**src/rtl/pps_phase_discipline.sv**
```systemverilog
// pps_phase_discipline: PPS phase detector + velocity-form PI loop filter driving frequency steps.
// Optional deadband on small errors is enabled by defining PPS_DISCIPLINE_DEADBAND_EN.
module pps_phase_discipline #(
  parameter int CLK_HZ      = 100_000_000,
  parameter int KP_SHIFT    = 2,
  parameter int KI_SHIFT    = 4,
  parameter int MAX_STEP    = 512,
  parameter int LOCK_THRESH = 100,
  parameter int LOCK_COUNT  = 4,
  parameter int TIMEOUT     = 150_000_000,
  parameter int DEADBAND    = 8
) (
  input  logic        clk,
  input  logic        rst_n,
  input  logic        ref_pps,
  input  logic        ref_valid,
  input  logic        local_pps,
  input  logic        enable,
  input  logic        oscillator_ready,
  output logic [15:0] frequency_offset,
  output logic        offset_valid,
  output logic [31:0] phase_error,
  output logic        locked,
  output logic        holdover,
  output logic [7:0]  miss_count
);
  localparam logic signed [31:0] HALF = 32'(CLK_HZ / 2);
  localparam logic        [31:0] WIN  = 32'(CLK_HZ / 2);
  localparam logic signed [31:0] MAXS = 32'(MAX_STEP);
  localparam logic signed [31:0] LTH  = 32'(LOCK_THRESH);
  localparam logic signed [31:0] DB   = 32'(DEADBAND);
  localparam logic        [31:0] TMO  = 32'(TIMEOUT);
  localparam logic        [8:0]  LCNT = 9'(LOCK_COUNT);
`ifdef PPS_DISCIPLINE_DEADBAND_EN
  localparam logic DB_EN = 1'b1;
`else
  localparam logic DB_EN = 1'b0;
`endif
  typedef enum logic [2:0] {IDLE, WAIT_PAIR, COMPUTE, CLAMP, ISSUE, HOLDOVER} state_t;
  state_t state;
  logic [2:0] ref_sync, loc_sync;
  logic [1:0] rv_sync;
  logic ref_e, loc_e, rv_s;
  logic [31:0] cnt, t_ref, t_loc, since_ref;
  logic signed [31:0] e, e_prev, d, e_sat, raw;
  logic [15:0] step, step_sat;
  logic [7:0] lock_cnt;
  logic seed, first_ref, skip, db, in_lock;
  assign ref_e = ref_sync[1] & ~ref_sync[2];
  assign loc_e = loc_sync[1] & ~loc_sync[2];
  assign rv_s  = rv_sync[1];
  always_comb begin
    d        = signed'(t_loc - t_ref);
    e_sat    = d > HALF ? HALF : d < -HALF ? -HALF : d;
    in_lock  = e_sat >= -LTH && e_sat <= LTH;
    raw      = ((e - e_prev) >>> KP_SHIFT) + (e >>> KI_SHIFT);
    step_sat = raw > MAXS ? 16'(MAX_STEP) : raw < -MAXS ? 16'(-MAX_STEP) : raw[15:0];
    db       = DB_EN && e >= -DB && e <= DB;
  end
  always_ff @(posedge clk or negedge rst_n) begin
    if (!rst_n) begin
      state <= HOLDOVER;
      ref_sync <= '0;
      loc_sync <= '0;
      rv_sync <= '0;
      cnt <= '0;
      t_ref <= '0;
      t_loc <= '0;
      since_ref <= '0;
      e <= '0;
      e_prev <= '0;
      step <= '0;
      lock_cnt <= '0;
      seed <= 1'b1;
      first_ref <= 1'b0;
      skip <= 1'b0;
      frequency_offset <= '0;
      offset_valid <= 1'b0;
      phase_error <= '0;
      locked <= 1'b0;
      holdover <= 1'b1;
      miss_count <= '0;
    end else begin
      cnt <= cnt + 32'd1;
      ref_sync <= {ref_sync[1:0], ref_pps};
      loc_sync <= {loc_sync[1:0], local_pps};
      rv_sync <= {rv_sync[0], ref_valid};
      since_ref <= ref_e ? '0 : since_ref < TMO ? since_ref + 32'd1 : since_ref;
      offset_valid <= 1'b0;
      if (state != HOLDOVER && (!rv_s || (since_ref >= TMO && !ref_e))) begin
        state <= HOLDOVER;
        holdover <= 1'b1;
        locked <= 1'b0;
        lock_cnt <= '0;
        seed <= 1'b1;
      end else begin
        case (state)
          HOLDOVER: if (ref_e && rv_s) begin
            holdover <= 1'b0;
            t_ref <= cnt;
            t_loc <= cnt;
            first_ref <= 1'b1;
            state <= loc_e ? COMPUTE : WAIT_PAIR;
          end
          // Both stamps take the first edge so the window test only needs t_ref.
          IDLE: if (ref_e || loc_e) begin
            t_ref <= cnt;
            t_loc <= cnt;
            first_ref <= ref_e;
            state <= (ref_e && loc_e) ? COMPUTE : WAIT_PAIR;
          end
          WAIT_PAIR: begin
            if (first_ref ? loc_e : ref_e) begin
              if (first_ref) t_loc <= cnt;
              else t_ref <= cnt;
              state <= COMPUTE;
            end else if (first_ref ? ref_e : loc_e) begin
              t_ref <= cnt;
              t_loc <= cnt;
              miss_count <= miss_count + {7'd0, miss_count != 8'hFF};
            end else if (cnt - t_ref >= WIN) begin
              miss_count <= miss_count + {7'd0, miss_count != 8'hFF};
              state <= IDLE;
            end
          end
          COMPUTE: begin
            e <= e_sat;
            phase_error <= e_sat;
            if (seed) e_prev <= e_sat;
            seed <= 1'b0;
            lock_cnt <= in_lock ? (lock_cnt == 8'hFF ? lock_cnt : lock_cnt + 8'd1) : '0;
            locked <= in_lock && ({1'b0, lock_cnt} + 9'd1 >= LCNT);
            state <= CLAMP;
          end
          CLAMP: begin
            step <= db ? '0 : step_sat;
            skip <= db;
            e_prev <= e;
            state <= ISSUE;
          end
          ISSUE: if (!enable || skip) state <= IDLE;
          else if (oscillator_ready) begin
            frequency_offset <= step;
            offset_valid <= 1'b1;
            state <= IDLE;
          end
          default: state <= HOLDOVER;
        endcase
      end
    end
  end
endmodule
```
**config.mk**
```make
export PLATFORM = sky130hd
export DESIGN_NAME = pps_phase_discipline
export DESIGN_NICKNAME = d
export VERILOG_FILES = /design/src/rtl/pps_phase_discipline.sv
export SDC_FILE = /design/constraint.sdc
export NUM_CORES = 1
export LEC_CHECK = 0
export ABC_AREA = 0
export CORE_MARGIN = 8
export CORE_UTILIZATION = 30
export CTS_BUF_LIST = sky130_fd_sc_hd__clkbuf_8
export DETAILED_ROUTE_END_ITERATION = 8
export HOLD_SLACK_MARGIN = 0.15
export PLACE_DENSITY = 0.51
export SETUP_SLACK_MARGIN = 0.4
export SLEW_MARGIN = 0
export SYNTH_ARGS = -nofsm -noshare
export SYNTH_HDL_FRONTEND = slang
export SYNTH_SLANG_ARGS = --single-unit
```
**constraint.sdc**
```tcl
create_clock -name clk -period 12.2 [get_ports clk]
set_input_delay 1.83 -clock clk [delete_from_list [all_inputs] [get_ports clk]]
set_output_delay 1.83 -clock clk [all_outputs]
set_load 0.02 [all_outputs]
```
==> results of run 1 <==
[stage by stage]
step / cells / hold slack, ns / util / instance area, µm² / setup WS [ns]
2_1_floorplan: 2101 / 0.331 / - / 18200 / 7.10
3_3_place_gp: 2885 / 0.334 / 0.327 / 19700 / 6.53
3_5_place_dp: 2885 / 0.340 / 0.327 / 19700 / 6.28
4_1_cts: 2963 / 0.353 / 0.342 / 20600 / 6.30
5_1_grt: 2964 / 0.361 / 0.342 / 20600 / 5.65
6_report: 2964 / 0.348 / 0.342 / 20600 / 6.30
[cells in the final DEF, fill, tap and decap left out, drive strengths merged, types with 63 or more instances in the layout]
cell and n:
xor2 63, o21ai 120, ha 130, a21oi 144, nand2 209, xnor2 81
dfrtp 252, nor2 165, nand3 69, inv 147, clkdlybuf4s50 64
[registers in the layout (all words and copies together), names as in the netlist, 8 cells and up]
name / cells
t_ref: 32
e: 32
lock_cnt: 8
e_prev: 32
frequency_offset: 16
miss_count: 8
step: 16
since_ref: 32
t_loc: 32
cnt: 32
[kinds of logic after synthesis]
kind of cell	after synthesis	synth area share
AND/OR/NAND/NOR	735	0.200
XOR/XNOR	144	0.0693
AO/OA/AOI/OAI	564	0.205
flip-flops	256	0.352
adder cells (fa/ha/maj)	133	0.0927
buffers and inverters	210	0.0448
multiplexers	59	0.0362
[layer usage]
metal	track usage	part of all wire
met1	0.189	0.48
met5	0	0
met4	0.0338	0.016
met3	0.0214	0.035
met2	0.242	0.47
[cell usage after synthesis (17+ instances only)]
cell,n
sky130_fd_sc_hd__dfrtp_1,252
sky130_fd_sc_hd__nand2_1,209
sky130_fd_sc_hd__nor2_1,165
sky130_fd_sc_hd__a21oi_1,143
sky130_fd_sc_hd__inv_1,131
sky130_fd_sc_hd__ha_1,130
sky130_fd_sc_hd__o21ai_0,116
sky130_fd_sc_hd__xnor2_1,81
sky130_fd_sc_hd__nand3_1,68
sky130_fd_sc_hd__xor2_1,63
sky130_fd_sc_hd__nand4_1,62
sky130_fd_sc_hd__clkbuf_1,60
sky130_fd_sc_hd__mux2_2,54
sky130_fd_sc_hd__nor3_1,48
sky130_fd_sc_hd__a21o_1,33
sky130_fd_sc_hd__a31oi_1,33
sky130_fd_sc_hd__and3_1,31
sky130_fd_sc_hd__o31ai_1,29
sky130_fd_sc_hd__or3_1,29
sky130_fd_sc_hd__o21a_1,21
sky130_fd_sc_hd__nand2b_1,20
sky130_fd_sc_hd__o211ai_1,19
sky130_fd_sc_hd__and2_1,17
[final cells by class]
type	count	area share
Antenna cell	1	0.000122
Clock buffer	52	0.0348
Clock inverter	26	0.00900
Inverter	131	0.0239
Multi-Input combinational cell	1635	0.535
Sequential cell	256	0.312
Tap cell	782	0.0476
Timing Repair Buffer	81	0.0377
[critical path, stage by stage, from the launching register on]
cell	delay, ns
sky130_fd_sc_hd__dfrtp_1	0.32
sky130_fd_sc_hd__inv_1	0.07
sky130_fd_sc_hd__ha_1	0.53
sky130_fd_sc_hd__nand4_1	0.23
sky130_fd_sc_hd__or2_0	0.28
sky130_fd_sc_hd__o22ai_1	0.17
sky130_fd_sc_hd__a21oi_1	0.11
sky130_fd_sc_hd__a311oi_1	0.55
sky130_fd_sc_hd__a221oi_2	0.16
sky130_fd_sc_hd__o21a_1	0.20
sky130_fd_sc_hd__o211ai_1	0.44
sky130_fd_sc_hd__nand3_1	0.14
sky130_fd_sc_hd__ha_1	0.79
sky130_fd_sc_hd__inv_1	0.28
sky130_fd_sc_hd__nand2_1	0.21
sky130_fd_sc_hd__nand4b_1	0.11
sky130_fd_sc_hd__nor4_1	0.30
sky130_fd_sc_hd__a41o_1	0.41
sky130_fd_sc_hd__nand4_1	0.25
sky130_fd_sc_hd__a22oi_1	0.28
[worst max-delay path by stage]
stage	cells past startpoint	endpoint	slack, ns	from
finish	19	lock_cnt[0]	6.30	t_ref[13]
global route	21	step[0]	5.65	e[1]
CTS	21	step[0]	6.30	e[1]
detailed placement	21	step[0]	6.28	e[1]
global placement	21	step[9]	6.53	e[1]
floorplan	21	step[9]	7.10	e[9]
==> impl_metrics.env, run 1 <==
export IMPL_floorplan_die_width_um=262
export IMPL_cts_buffer_count=48
export IMPL_yosys_top_cell_by_area="sky130_fd_sc_hd__dfrtp_1"
export IMPL_clock_insertion_delay_worst_skew_ns=0.65
export IMPL_final_period_minus_worst_setup_slack_ns=5.90
export IMPL_hold_path_cell_cnt=0
export IMPL_post_cts_sizing=0
export IMPL_hold_path_end="loc_sync[1]"
export IMPL_fmax_ghz=0.169
export IMPL_setup_viol=0
export IMPL_grt_pass1_wl_um=82900
export IMPL_tritoncts_num_sinks=256
export IMPL_finalMaxSlewViolations=0
export IMPL_critical_path_startpoint_type="flop"
export IMPL_timing_critical_path_to_type="flop"
export IMPL_synth_top_area_share=0.346
export IMPL_post_synth_arst_share=1.00
export IMPL_groute_usage_overall=0.142
export IMPL_rrSetupSlack_ns=6.30
export IMPL_critical_path_peak_fanout=26
export IMPL_criticalPathCategory="flop to flop"
export IMPL_ios=66
export IMPL_relSlewSlack=0.292
export IMPL_core_area_um2=60100
export IMPL_final_antenna_net_count=0
export IMPL_regToRegEndpoint="lock_cnt[0]"
export IMPL_number_of_global_route_vias_before_repair=15400
export IMPL_fin_tns_setup_ns=0
export IMPL_worst_hold_startpoint="loc_sync[0]"
export IMPL_synth_edff_count=0
export IMPL_status="completed"
export IMPL_largest_cells_by_area_after_synthesis="sky130_fd_sc_hd__dfrtp_1 (35%), sky130_fd_sc_hd__ha_1 (8.9%), sky130_fd_sc_hd__nand2_1 (4.3%)"
export IMPL_min_path_type="flop to flop"
export IMPL_register_area_um2=6410
export IMPL_mappedNetlistArea_um2=18200
export IMPL_start_util=0.303
export IMPL_reg2reg_from="t_ref[13]"
export IMPL_share_of_cells_above_drive_strength_1=0.0802
export IMPL_antenna_found_initial=1
export IMPL_report_final_hold_viol_count=0
export IMPL_cts_htree_levels=2
export IMPL_postSynthCellCount=2101
export IMPL_routabilityCongestion=0.874
export IMPL_worst_endpoint_required_ns=12.75
export IMPL_timing_worst_slew_pin_value_ns=1.06
export IMPL_dr_total_vias=15700
export IMPL_grt_setup_unrepaired="false"
export IMPL_die_area_um2=68800
export IMPL_multiInputGateArea_um2=11000
export IMPL_dieHeight_um=262
export IMPL_drt_first_pass_iters=7
export IMPL_worst_setup_hold_path_clk_slew_ns=0.06
export IMPL_max_cap_viol_count=0
export IMPL_yosys_register_bits=256
export IMPL_design_final_nets=2293
export IMPL_dominantRegCellSynth="sky130_fd_sc_hd__dfrtp_1"
export IMPL_synth_sequential_area_ratio=0.352
export IMPL_nFillCells=6253
export IMPL_avgSynthCellArea_um2=8.66
export IMPL_cts_hold_buf=0
export IMPL_rows=90
export IMPL_reg2regPathDepth=19
export IMPL_dr_first_iter_drc_count=1061
export IMPL_final_min_period_over_clock_period=0.484
export IMPL_drt_drc_violations_left=0
export IMPL_skew_ns=0.0399
export IMPL_arrival_ns=6.46
export IMPL_detailed_placement_wirelength_estimate_um=38300
export IMPL_cts_root_buffer_cell="sky130_fd_sc_hd__clkbuf_8"
export IMPL_route_detailed_wl_per_inst_um=17.0
export IMPL_cts_tree="yes"
export IMPL_globalRouteOverflowTotal=0
export IMPL_cts_post_setup_buffers_inserted=0
export IMPL_grt_start_max_net_pins=111
export IMPL_layout_area_overhead_vs_synth_pct=13.0
export IMPL_ys_warn_count=0
export IMPL_syn_nets=2241
export IMPL_finalWirelength_um=50500
export IMPL_ys_types=93
export IMPL_per_cell_via_count_in_the_routed_design=5.31
export IMPL_io_buffers=65
export IMPL_clk_path_buf_depth=3
Power of run 1 is not shown: default switching activity piles up to over one toggle a cycle in this logic, so the estimate is an artifact.
==> run 2: changes to the inputs <==
- PLACE_DENSITY: 0.51 -> 0.53
- clock period: 12.2 -> 5.2 ns (I/O delays scaled with it)
==> run 2 against run 1 <==
- non-clock buffer count is 80 higher
- setup slack worse by 6.0 ns
- fmax is 21% higher
- die area stayed put
- via count is 3.0% higher
- cell area is 7.4% higher
- worst hold slack worse by 0.12 ns
- utilization is 2.5 points higher
- cell count is 2.9% higher
- sequential share of layout area is 2.1 points lower
==> impl_metrics.env, run 2 (synthesized netlist as in run 1, its figures left out) <==
export IMPL_status="completed"
export IMPL_dr_first_iter_drc_count=999
export IMPL_clock_insertion_delay_worst_skew_ns=0.63
export IMPL_design_final_nets=2372
export IMPL_cts_root_buffer_cell="sky130_fd_sc_hd__clkbuf_8"
export IMPL_skew_ns=0.0466
export IMPL_rows=90
export IMPL_critical_path_peak_fanout=5
export IMPL_nFillCells=6100
export IMPL_groute_usage_overall=0.144
export IMPL_per_cell_via_count_in_the_routed_design=5.32
export IMPL_timing_worst_slew_pin_value_ns=1.20
export IMPL_dpl_cell_count=2925
export IMPL_die_area_um2=68800
export IMPL_worst_endpoint_required_ns=5.70
export IMPL_floorplan_die_width_um=262
export IMPL_worst_setup_hold_path_clk_slew_ns=0.06
export IMPL_routabilityCongestion=0.866
export IMPL_finalWirelength_um=52200
export IMPL_detailed_placement_wirelength_estimate_um=38500
export IMPL_route_detailed_wl_per_inst_um=17.1
export IMPL_drt_first_pass_iters=7
export IMPL_slowest_stage="sky130_fd_sc_hd__or4_4"
export IMPL_cts_hold_buf=0
export IMPL_dr_total_vias=16200
export IMPL_cts_buffer_count=46
export IMPL_layout_area_overhead_vs_synth_pct=21.3
export IMPL_final_min_period_over_clock_period=0.939
export IMPL_design_area_um2=22100
export IMPL_criticalPathCategory="flop to flop"
export IMPL_drt_drc_violations_left=0
export IMPL_layout_commonest_cell="sky130_fd_sc_hd__dfrtp_1"
export IMPL_grt_setup_unrepaired="true"
export IMPL_cell_area_after_placement_um2=20100
export IMPL_cpPeakStageDelay_ns=0.44
export IMPL_arrival_ns=5.39
export IMPL_antenna_found_initial=2
export IMPL_io_buffers=65
export IMPL_final_period_minus_worst_setup_slack_ns=4.88
export IMPL_tritoncts_num_sinks=256
export IMPL_fmax_ghz=0.205
export IMPL_report_final_hold_viol_count=0
export IMPL_register_area_um2=6420
export IMPL_grt_pass1_wl_um=83900
export IMPL_finalCoreUtilization=0.367
export IMPL_cts_tree="yes"
export IMPL_finalNonFillerCells=3049
export IMPL_multiInputGateArea_um2=11700
export IMPL_max_cap_viol_count=0
export IMPL_final_antenna_net_count=0
export IMPL_number_of_global_route_vias_before_repair=15700
export IMPL_fin_tns_setup_ns=0
export IMPL_ios=66
export IMPL_globalRouteOverflowTotal=0
export IMPL_crit_path_cell_trace="ha_4 -> o21a_1 -> o2111ai_2 -> a31oi_2 -> nor2_2 -> a211oi_4 -> or2_4 -> a21oi_2 -> xnor2_1 -> ha_1 -> a21o_1 -> a21o_1 -> a21oi_2 -> o21ai_2 -> or3_4 -> o21ai_4 -> xnor2_2 -> or4_4 -> nor4_4 -> nand3_2 -> o32a_1"
export IMPL_setup_viol=0
export IMPL_share_of_cells_above_drive_strength_1=0.166
export IMPL_timing_critical_path_to_type="flop"
export IMPL_relSlewSlack=0.191
export IMPL_final_cell_mix="sky130_fd_sc_hd__dfrtp_1 (247), sky130_fd_sc_hd__nand2_1 (207), sky130_fd_sc_hd__nor2_1 (158), sky130_fd_sc_hd__inv_1 (136), sky130_fd_sc_hd__a21oi_1 (124)"
export IMPL_start_util=0.303
export IMPL_finalMaxSlewViolations=0
export IMPL_clk_path_buf_depth=3
export IMPL_min_path_type="primary input to asynchronous set/reset pin"
export IMPL_rrSetupSlack_ns=0.32
export IMPL_grt_start_max_net_pins=123
export IMPL_critical_path_startpoint_type="flop"
export IMPL_dieHeight_um=262
export IMPL_cts_htree_levels=2
export IMPL_core_area_um2=60100
-- run 2: changes by cell type in the layout (fill, tap and decap cells not counted), moves of 9 or more --
cell	before	now
sky130_fd_sc_hd__buf_4	16	92
sky130_fd_sc_hd__a21oi_1	141	124
sky130_fd_sc_hd__ha_1	130	115
sky130_fd_sc_hd__a21oi_2	2	16
sky130_fd_sc_hd__o21ai_0	116	107
-- run 2: what timing repair did --
action	CTS	global route
pin swaps	23	54
gates resized for setup	47	89
endpoints found under the setup margin	27	58
buffers inserted	9	30
endpoints found under the hold margin	0	0
cloned	0	2
-- run 2: per-stage QoR --
step | hold slack (ns) | setup WS, ns
finish | 0.226 | 0.317
global route | 0.321 | 0.155
CTS | 0.278 | 0.384
detailed placement | 0.336 | 0.0113
global placement | 0.334 | 0.0947
floorplan | 0.331 | 0.337
-- run 2: final timing paths --
| path | from | end | cells past startpoint |
|---|---|---|---|
| hold / removal | rst_n | e_prev[24] | 1 |
| hold reg to reg | rv_sync[0] | rv_sync[1] | 0 |
| min in group clk | rv_sync[0] | rv_sync[1] | 0 |
| setup reg to reg | e[6] | step[9] | 21 |
| setup / recovery | e[6] | step[9] | 21 |
| max in group asynchronous | rst_n | since_ref[18] | 2 |
-- run 2: worst max-delay path, delay by kind of cell, from the launching register on --
| kind | cells | cell delay (ns) |
|---|---|---|
| AND/OR/NAND/NOR | 6 | 1.74 |
| AO/OA/AOI/OAI | 11 | 1.85 |
| adder cells (fa/ha/maj) | 2 | 0.52 |
| flip-flops | 1 | 0.43 |
| XOR/XNOR | 2 | 0.24 |
-- run 2: routing by layer --
layer | vias up | share of wire | track usage
met1 | 7893 | 0.46 | 0.188
met4 | 2 | 0.024 | 0.0507
met3 | 66 | 0.039 | 0.0229
li1 | 7922 | - | -
met2 | 329 | 0.48 | 0.241
met5 | - | 0.00025 | 0
-- run 2: cell type report --
cell class,instances,area share
Antenna cell,1,0.000113
Clock buffer,55,0.0343
Clock inverter,27,0.0122
Inverter,131,0.0224
Multi-Input combinational cell,1636,0.532
Sequential cell,256,0.291
Tap cell,782,0.0443
Timing Repair Buffer,161,0.0644
Power of run 2 is left out for the same reason.
